[src/rtl/chess_pkg.sv]
`default_nettype none
// ============================================================================
//  Module      : chess_pkg
//  Description : Shared types and default constants for the chess turn
//                controller: FSM state encoding and parameter defaults.
//  Revision    : 1.0 - initial release
// ============================================================================
package chess_pkg;

    // 10 ms at 50 MHz
    localparam int C_DEBOUNCE_CYCLES_DEFAULT = 500000;
    // Ply counter width
    localparam int C_MOVE_W_DEFAULT          = 8;

    typedef enum logic [2:0] {
        S_IDLE      = 3'd0,
        S_WHITE_RUN = 3'd1,
        S_BLACK_RUN = 3'd2,
        S_PAUSED    = 3'd3,
        S_OVER      = 3'd4
    } state_e;

endpackage : chess_pkg
`default_nettype wire

[src/rtl/button_debounce.sv]
`default_nettype none
// ============================================================================
//  Module      : button_debounce
//  Description : Raw pushbutton conditioning: 2-flop synchroniser, counting
//                debouncer and rising-edge detector producing a single-cycle
//                press pulse.
//  Ports       : clk     - system clock
//                reset   - asynchronous active-high reset
//                btn_i   - raw asynchronous button (active high)
//                press_o - one-cycle pulse on each accepted press
//  Revision    : 1.0 - initial release
// ============================================================================
module button_debounce #(
    parameter int DEBOUNCE_CYCLES = 4
) (
    input  logic clk,
    input  logic reset,
    input  logic btn_i,
    output logic press_o
);

    localparam int              CNT_W    = (DEBOUNCE_CYCLES > 1) ? $clog2(DEBOUNCE_CYCLES) : 1;
    localparam logic [CNT_W-1:0] CNT_LAST = CNT_W'(DEBOUNCE_CYCLES - 1);

    logic             sync1_q;
    logic             sync2_q;
    logic [1:0]       fill_q;
    logic             level_q,  level_d;
    logic             prev_q;
    logic             block_q,  block_d;
    logic [CNT_W-1:0] cnt_q,    cnt_d;
    logic             w_target;

    // While blocked, the button is presumed held from before reset. The
    // debouncer then waits for a stable low before any press may register, so
    // a button held through reset release yields no pulse until re-pressed.
    assign w_target = block_q | level_q;

    always_comb begin
        cnt_d   = cnt_q;
        level_d = level_q;
        block_d = block_q;
        if (!fill_q[1]) begin
            // Synchroniser still holds reset values; do not count them.
            cnt_d = '0;
        end else if (sync2_q == w_target) begin
            cnt_d = '0;
        end else if (cnt_q == CNT_LAST) begin
            cnt_d = '0;
            if (block_q) begin
                block_d = 1'b0;
            end else begin
                level_d = sync2_q;
            end
        end else begin
            cnt_d = cnt_q + CNT_W'(1);
        end
    end

    always_ff @(posedge clk or posedge reset) begin
        if (reset) begin
            sync1_q <= 1'b0;
            sync2_q <= 1'b0;
            fill_q  <= 2'b00;
            level_q <= 1'b0;
            prev_q  <= 1'b0;
            block_q <= 1'b1;
            cnt_q   <= '0;
        end else begin
            sync1_q <= btn_i;
            sync2_q <= sync1_q;
            fill_q  <= {fill_q[0], 1'b1};
            level_q <= level_d;
            prev_q  <= level_q;
            block_q <= block_d;
            cnt_q   <= cnt_d;
        end
    end

    assign press_o = level_q & ~prev_q;

endmodule : button_debounce
`default_nettype wire

[src/rtl/chess_turn_controller.sv]
`default_nettype none
// ============================================================================
//  Module      : chess_turn_controller
//  Description : Chess clock turn controller. Conditions four pushbuttons and
//                sequences IDLE / WHITE_RUN / BLACK_RUN / PAUSED / OVER,
//                driving the run flags of two countdown timers.
//  Ports       : clk, reset             - clock, async active-high reset
//                btn_start/white/black/pause - raw pushbuttons
//                timeout_white/black    - timer expired levels
//                flag_white/black       - timer run(1)/pause(0)
//                white_to_move          - side to move
//                game_over, winner_white - end of game and result
//                move_count             - completed plies (saturating)
//  Revision    : 1.0 - initial release
// ============================================================================
module chess_turn_controller
    import chess_pkg::*;
#(
    parameter int DEBOUNCE_CYCLES = C_DEBOUNCE_CYCLES_DEFAULT,
    parameter int MOVE_W          = C_MOVE_W_DEFAULT
) (
    input  logic              clk,
    input  logic              reset,
    input  logic              btn_start,
    input  logic              btn_white,
    input  logic              btn_black,
    input  logic              btn_pause,
    input  logic              timeout_white,
    input  logic              timeout_black,
    output logic              flag_white,
    output logic              flag_black,
    output logic              white_to_move,
    output logic              game_over,
    output logic              winner_white,
    output logic [MOVE_W-1:0] move_count
);

    // Button index within the raw/press vectors
    localparam int C_IDX_START = 0;
    localparam int C_IDX_WHITE = 1;
    localparam int C_IDX_BLACK = 2;
    localparam int C_IDX_PAUSE = 3;

    logic [3:0] btn_raw;
    logic [3:0] press;

    assign btn_raw = {btn_pause, btn_black, btn_white, btn_start};

    for (genvar gi = 0; gi < 4; gi++) begin : g_btn
        button_debounce #(
            .DEBOUNCE_CYCLES (DEBOUNCE_CYCLES)
        ) u_debounce (
            .clk     (clk),
            .reset   (reset),
            .btn_i   (btn_raw[gi]),
            .press_o (press[gi])
        );
    end

    logic start_p, white_p, black_p, pause_p;
    assign start_p = press[C_IDX_START];
    assign white_p = press[C_IDX_WHITE];
    assign black_p = press[C_IDX_BLACK];
    assign pause_p = press[C_IDX_PAUSE];

    state_e            state_q,  state_d;
    logic              wtm_q,    wtm_d;
    logic              winner_q, winner_d;
    logic [MOVE_W-1:0] moves_q,  moves_d;
    logic [MOVE_W-1:0] moves_inc;
    logic              flag_white_q;
    logic              flag_black_q;

    // Ply counter holds at all-ones once reached
    assign moves_inc = (moves_q == {MOVE_W{1'b1}}) ? moves_q : moves_q + MOVE_W'(1);

    // Each branch is an if/else-if chain in priority order
    // (timeout > own-side move > pause), so a losing event is simply dropped.
    always_comb begin
        state_d  = state_q;
        wtm_d    = wtm_q;
        winner_d = winner_q;
        moves_d  = moves_q;
        case (state_q)
            S_IDLE: begin
                if (start_p) begin
                    state_d = S_WHITE_RUN;
                end
            end
            S_WHITE_RUN: begin
                if (timeout_white) begin
                    state_d  = S_OVER;
                    winner_d = 1'b0;
                end else if (white_p) begin
                    state_d = S_BLACK_RUN;
                    moves_d = moves_inc;
                    wtm_d   = 1'b0;
                end else if (pause_p) begin
                    state_d = S_PAUSED;
                end
            end
            S_BLACK_RUN: begin
                if (timeout_black) begin
                    state_d  = S_OVER;
                    winner_d = 1'b1;
                end else if (black_p) begin
                    state_d = S_WHITE_RUN;
                    moves_d = moves_inc;
                    wtm_d   = 1'b1;
                end else if (pause_p) begin
                    state_d = S_PAUSED;
                end
            end
            S_PAUSED: begin
                if (pause_p || start_p) begin
                    state_d = wtm_q ? S_WHITE_RUN : S_BLACK_RUN;
                end
            end
            S_OVER: begin
                if (start_p) begin
                    state_d  = S_IDLE;
                    moves_d  = '0;
                    winner_d = 1'b0;
                    wtm_d    = 1'b1;
                end
            end
            default: begin
                state_d = S_IDLE;
            end
        endcase
    end

    always_ff @(posedge clk or posedge reset) begin
        if (reset) begin
            state_q      <= S_IDLE;
            wtm_q        <= 1'b1;
            winner_q     <= 1'b0;
            moves_q      <= '0;
            flag_white_q <= 1'b0;
            flag_black_q <= 1'b0;
        end else begin
            state_q      <= state_d;
            wtm_q        <= wtm_d;
            winner_q     <= winner_d;
            moves_q      <= moves_d;
            // Flags registered from the next state so they track the state
            // register exactly and are glitch-free to the timers.
            flag_white_q <= (state_d == S_WHITE_RUN);
            flag_black_q <= (state_d == S_BLACK_RUN);
        end
    end

    assign flag_white    = flag_white_q;
    assign flag_black    = flag_black_q;
    assign white_to_move = wtm_q;
    assign game_over     = (state_q == S_OVER);
    assign winner_white  = winner_q;
    assign move_count    = moves_q;

endmodule : chess_turn_controller
`default_nettype wire

[config.mk]
export PLATFORM = sky130hd
export DESIGN_NAME = chess_turn_controller
export DESIGN_NICKNAME = d
export VERILOG_FILES = /design/src/rtl/chess_pkg.sv /design/src/rtl/button_debounce.sv /design/src/rtl/chess_turn_controller.sv
export SDC_FILE = /design/constraint.sdc
export NUM_CORES = 1
export LEC_CHECK = 0
export ABC_AREA = 0
export BUFFER_PORTS_ARGS = -buffer_cell sky130_fd_sc_hd__buf_2
export CORE_MARGIN = 4
export CORE_UTILIZATION = 30
export DETAILED_ROUTE_END_ITERATION = 16
export PLACE_DENSITY = 0.49
export RECOVER_POWER = 50
export SLEW_MARGIN = 20
export SYNTH_ARGS = -nofsm -noshare
export SYNTH_HDL_FRONTEND = slang
export SYNTH_HIERARCHICAL = 1
export SYNTH_SLANG_ARGS = --single-unit
export TNS_END_PERCENT = 30
[constraint.sdc]
create_clock -name clk -period 4.5 [get_ports clk]
set_input_delay 0.9 -clock clk [delete_from_list [all_inputs] [get_ports clk]]
set_output_delay 0.9 -clock clk [all_outputs]
set_load 0.02 [all_outputs]
== Word level (Yosys, flattened, before mapping) ==
Cells that the tools add are included.

* Bitwise logic cells: 20
* $add $sub $neg: 5
* Eq/ne operators: 22
* Reductions and logical operators: 13
* Muxes and demuxes: 39

{| class="wikitable"
|+ Operators with widths
! operator !! count
|-
| $mux 19 || 12
|-
| $add 19x1->19 const B || 4
|-
| $eq 19x19->1 const B || 4
|-
| $mux 8 || 6
|-
| $mux 3 || 8
|-
| $pmux 8 s3 || 1
|-
| $reduce_and 4->1 || 5
|-
| $pmux 3 s5 || 1
|-
| $not 1->1 || 12
|-
| $reduce_and 3->1 || 4
|-
| $ne 2x2->1 const B || 5
|-
| $eq 3x2->1 const B || 3
|-
| $add 8x1->8 const B || 1
|-
| $eq 8x8->1 const B || 1
|-
| $mux 1 || 8
|-
| $eq 3x1->1 const B || 2
|-
| $pmux 1 s3 || 2
|-
| $reduce_and 6->1 || 1
|-
| $and 1x1->1 || 4
|-
| $eq 1x1->1 || 4
|-
| $ne 2x1->1 const B || 2
|-
| $or 1x1->1 || 4
|-
| $eq 3x3->1 const B || 1
|-
| $logic_not 3->1 || 1
|-
| 3 further kinds || 3
|}

* Register bits: 119
* Logic and storage cells: 133

== Longest topological paths before layout ==
* Word-level depth: 7
* Gate-level depth with buffers: 6

== By module ==
Netlist, hierarchy kept.

{| class="wikitable"
|+ By module, submodules not included
! module !! times used !! area each (sq um) !! seq. area each (sq um) !! cells an instance
|-
| button_debounce || 4 || 1,282.5 || 651.9 || 116
|-
| chess_turn_controller || 1 || 940.9 || 376.6 || 100
|}

== Worst setup path before layout ==
Ideal clock, no wire load.

* Path type: in2reg
* From: input port timeout_white
* To: register wtm_q (netlist: white_to_move)
* Slack: 2.496 ns
* Data arrival time: 1.922 ns
* Stages on the path: 5
* Path through: nor4bb_2 -> nor3_2 -> and3_1 -> buf_6 -> mux2_4

* Word-level cells in the longest chain between the ends: 2

{| class="wikitable"
|+ Ends and longest elaborated chain
! what !! line !! RTL
|-
| start: declaration || chess_turn_controller.sv:28 || <nowiki>input logic timeout_white,</nowiki>
|-
| $ne 2x2->1 (no line) || -- ||
|-
| $reduce_and 6->1 (no line) || -- ||
|-
| end signal: assignment || chess_turn_controller.sv:143 || <nowiki>wtm_q <= wtm_d;</nowiki>
|-
| end: declaration || chess_turn_controller.sv:67 || <nowiki>logic wtm_q, wtm_d;</nowiki>
|}

Every way passes these cells.
A chain may end at the register's enable or synchronous reset.

== Worst setup path in the final report ==
* From: register state_q[2]
* To: output port game_over

* Word-level cells in the longest chain between the ends: 1

{| class="wikitable"
|+ Ends and longest elaborated chain
! what !! line !! RTL
|-
| start: declaration || chess_turn_controller.sv:66 || <nowiki>state_e state_q, state_d;</nowiki>
|-
| start signal: assignment || chess_turn_controller.sv:142 || <nowiki>state_q <= state_d;</nowiki>
|-
| $eq 3x3->1 || chess_turn_controller.sv:156 || <nowiki>assign game_over = (state_q == S_OVER);</nowiki>
|-
| end: declaration || chess_turn_controller.sv:33 || <nowiki>output logic game_over,</nowiki>
|}

Every way passes these cells.

==> reports/results.ini <==
[run_status]
status=complete, no violations

[power]
internal_power_mw=1.96
switchingPower_mw=0.520
peakVddDrop_mv=0.216
seqPwrFrac_pct=43.9
power_frac_comb_pct=2.0
power_density_nw_per_um2=354
power.share.clock_pct=54.0
p_sw_share_pct=21.0
p_leak_nw=2.86

[timing]
finalSetupViolations=0
fin_skew_ns=0.00572
period_share_pct=60.4
relSlewSlack_pct=36.2
setup_tns_ns=0
finalMaxSlewViolations=0
hold_viol=0
fin_crit_ns=2.72
worst_pin_slew_ns=0.951
timing.hold.ws_ns=0.346
rsz0062_at_grt=no
fmax_ghz=0.368
fin_ws_ns=1.78

[clock_tree]
post_cts_buffers=0
h-tree-depth=4
cts.clk_slew.worst_paths_ns=0.05
cts_resized=0
cts_tree=yes
clock_latency_ns=0.41
postCtsHoldBufs=0
clock-root-buffer=clkbuf_16
clkSinkCount=119
cts_buffer_depth=2
cts_buffers=17

[global_route]
grt_pass1_wl_mm=20.5
grt_pass1_vias=4214
grt_max_degree=27
antenna_found_initial=0
gr-usage-all-layers_pct=11.2
overflow=0

[hold_path]
min_path_type=reg -> reg
hold_start=g_btn[2].u_debounce/sync1_q

[critical_path]
critPathTopFamily=flip-flops
path_max_fanout=12
crit_arrival_ns=1.82
critical_path_buf_inv_count=3
max_stage_delay_ns=0.56
worstSetupEndpointType=primary output
cp-startpoint=state_q[2]
startpoint_type=register
crit_slowest_cell=dfrtp_1
r2r-start=g_btn[1].u_debounce/level_q
cp.required_ns=3.60
path_cells=inv_1 > or3_4 > inv_2 > buf_2
crit_type=reg -> out

[synthesis]
syn_area_sq_um=6070
ys_warn_count=6
synth_seq_cells=119
ys.flop_type=dfrtp_1
synth.top_cell.area_share_pct=47.0
yosys-top-cells-area=dfrtp_1 (47%), xnor2_1 (7.1%), nor2_1 (5.0%)
synth_fp_nets=577
synthDistinctLibCells=59
synth_commonest_cells=dfrtp_1 (114), nor2_1 (81), xnor2_1 (49), inv_1 (34), nand2_1 (28)
yosysMostFrequentCell=dfrtp_1
synth_edf_count=0
postSynthCellCount=564
async_reset_ff_share_pct=100
synth_top_area_cell=dfrtp_1
synth_seq_area_share_pct=49.2
synth_area_per_cell_sq_um=10.8

[cells_and_area]
stdcell_area_sq_um=7020
layoutNonFillerInstCount=873
drive_gt1_share_pct=19.7
fin_nets=608
antennaDiodeCount=0
area_delta_synth_final_pct=15.6

[route]
first_iter_violations=250
vias=4220
wire_per_inst_microns=13.2
m1WireLength_mm=5.69
via_per_inst=4.83
drc=0
dr_wl_met2_mm=5.25
drt-pass1-iter-count=4
top_layer=met4
route.met3.wl_microns=398
wirelength_mm=11.5
antenna_left=0

[die]
dieArea_sq_um=22600
initial_core_util_pct=30.9
core_area_sq_um=19700
num_io_pins=21
fp-row-count=51
chipWidth_microns=150
die_h_microns=150

[placement]
preCtsSetupSlack_ns=2.14
dp.final_hpwl_mm=8.04
place.gp.congestion=0.824
placement.io_buffers=20
placedCellCount=841
place_area_sq_um=6430

[run]
maxCapViolCount=0

-- registers in the layout, summed over array words and instances, names as in the netlist, 4 cells and up --
signal / flops
g_btn.u_debounce/block_q: 4
g_btn.u_debounce/cnt_q: 76
g_btn.u_debounce/fill_q: 8
g_btn.u_debounce/level_q: 4
g_btn.u_debounce/prev_q: 4
g_btn.u_debounce/sync1_q: 4
g_btn.u_debounce/sync2_q: 4
move_count: 8
-- per-layer routing --
| metal | GRT usage, % | vias to the layer above |
|---|---|---|
| met4 | 5.22 | 0 |
| met2 | 17.0 | 59 |
| met1 | 15.2 | 2080 |
| li1 | - | 2068 |
| met5 | 0 | - |
| met3 | 2.56 | 13 |
-- cell type report --
type | count | area (sq um)
inverters | 35 | 131
clock inverters | 12 | 153
flip-flops and latches | 119 | 2980
multi-input cells | 402 | 2880
clock buffers | 20 | 437
repair buffers | 20 | 97.6
well taps | 265 | 332
fillers | 1997 | 12600
-- worst paths after layout --
path	end	slack (ns)	cells after the start
max	game_over	1.78	4
min	g_btn[2].u_debounce/sync2_q	0.35	0
max reg2reg	white_to_move	2.45	5
min reg2reg	g_btn[2].u_debounce/sync2_q	0.35	0
max in group asynchronous	g_btn[2].u_debounce/cnt_q[6]	3.35	2
min in group asynchronous	state_q[2]	0.67	2
-- metrics by stage --
| stage | total power, mW | utilization (%) |
|---|---|---|
| after floorplan | 1.15 | - |
| final | 2.48 | 35.7 |
| after detailed placement | 1.16 | 32.7 |
| after global routing | 2.59 | 35.7 |
| after global placement | 1.16 | 32.7 |
| after CTS | 2.53 | 35.7 |
-- placed cells by master, fill, tap and decap left out, drive strengths merged, types with 4 or more instances in the layout --
cell        n
a21oi      17
a31o        5
a31oi       6
and2        5
and4b       4
buf        18
clkbuf     22
clkinv      8
clkinvlp    4
conb        4
dfrtp     114
dfstp       5
ha          5
inv        32
mux2        6
nand2      28
nand3      31
nand3b      5
nand4      27
nand4b      4
nor2       85
nor2b       4
nor3       23
nor4       24
nor4b       7
o211ai      7
o21ai      14
o21bai      5
o31a        4
or3         6
or4         5
xnor2      49
xor2        8
-- power by group through the flow --
stage | Combinational (mW) | Sequential [mW] | Clock [mW]
5_1_grt | 0.0608 | 1.09 | 1.44
6_report | 0.0508 | 1.09 | 1.34
2_1_floorplan | 0.0403 | 1.11 | 0
3_3_place_gp | 0.0521 | 1.11 | 0
3_5_place_dp | 0.0535 | 1.11 | 0
4_1_cts | 0.0539 | 1.09 | 1.39
-- cells by family after synthesis --
| logic type | Yosys count | share of synthesized area [%] |
|---|---|---|
| AO/OA/AOI/OAI | 62 | 7.48 |
| multiplexers | 7 | 1.34 |
| adder cells (fa/ha/maj) | 5 | 1.03 |
| AND/OR/NAND/NOR | 267 | 29.2 |
| other | 4 | 0.247 |
| buffers and inverters | 43 | 3.36 |
| XOR/XNOR | 57 | 8.22 |
| flip-flops | 119 | 49.2 |
Power figures use the tool's default switching activity.
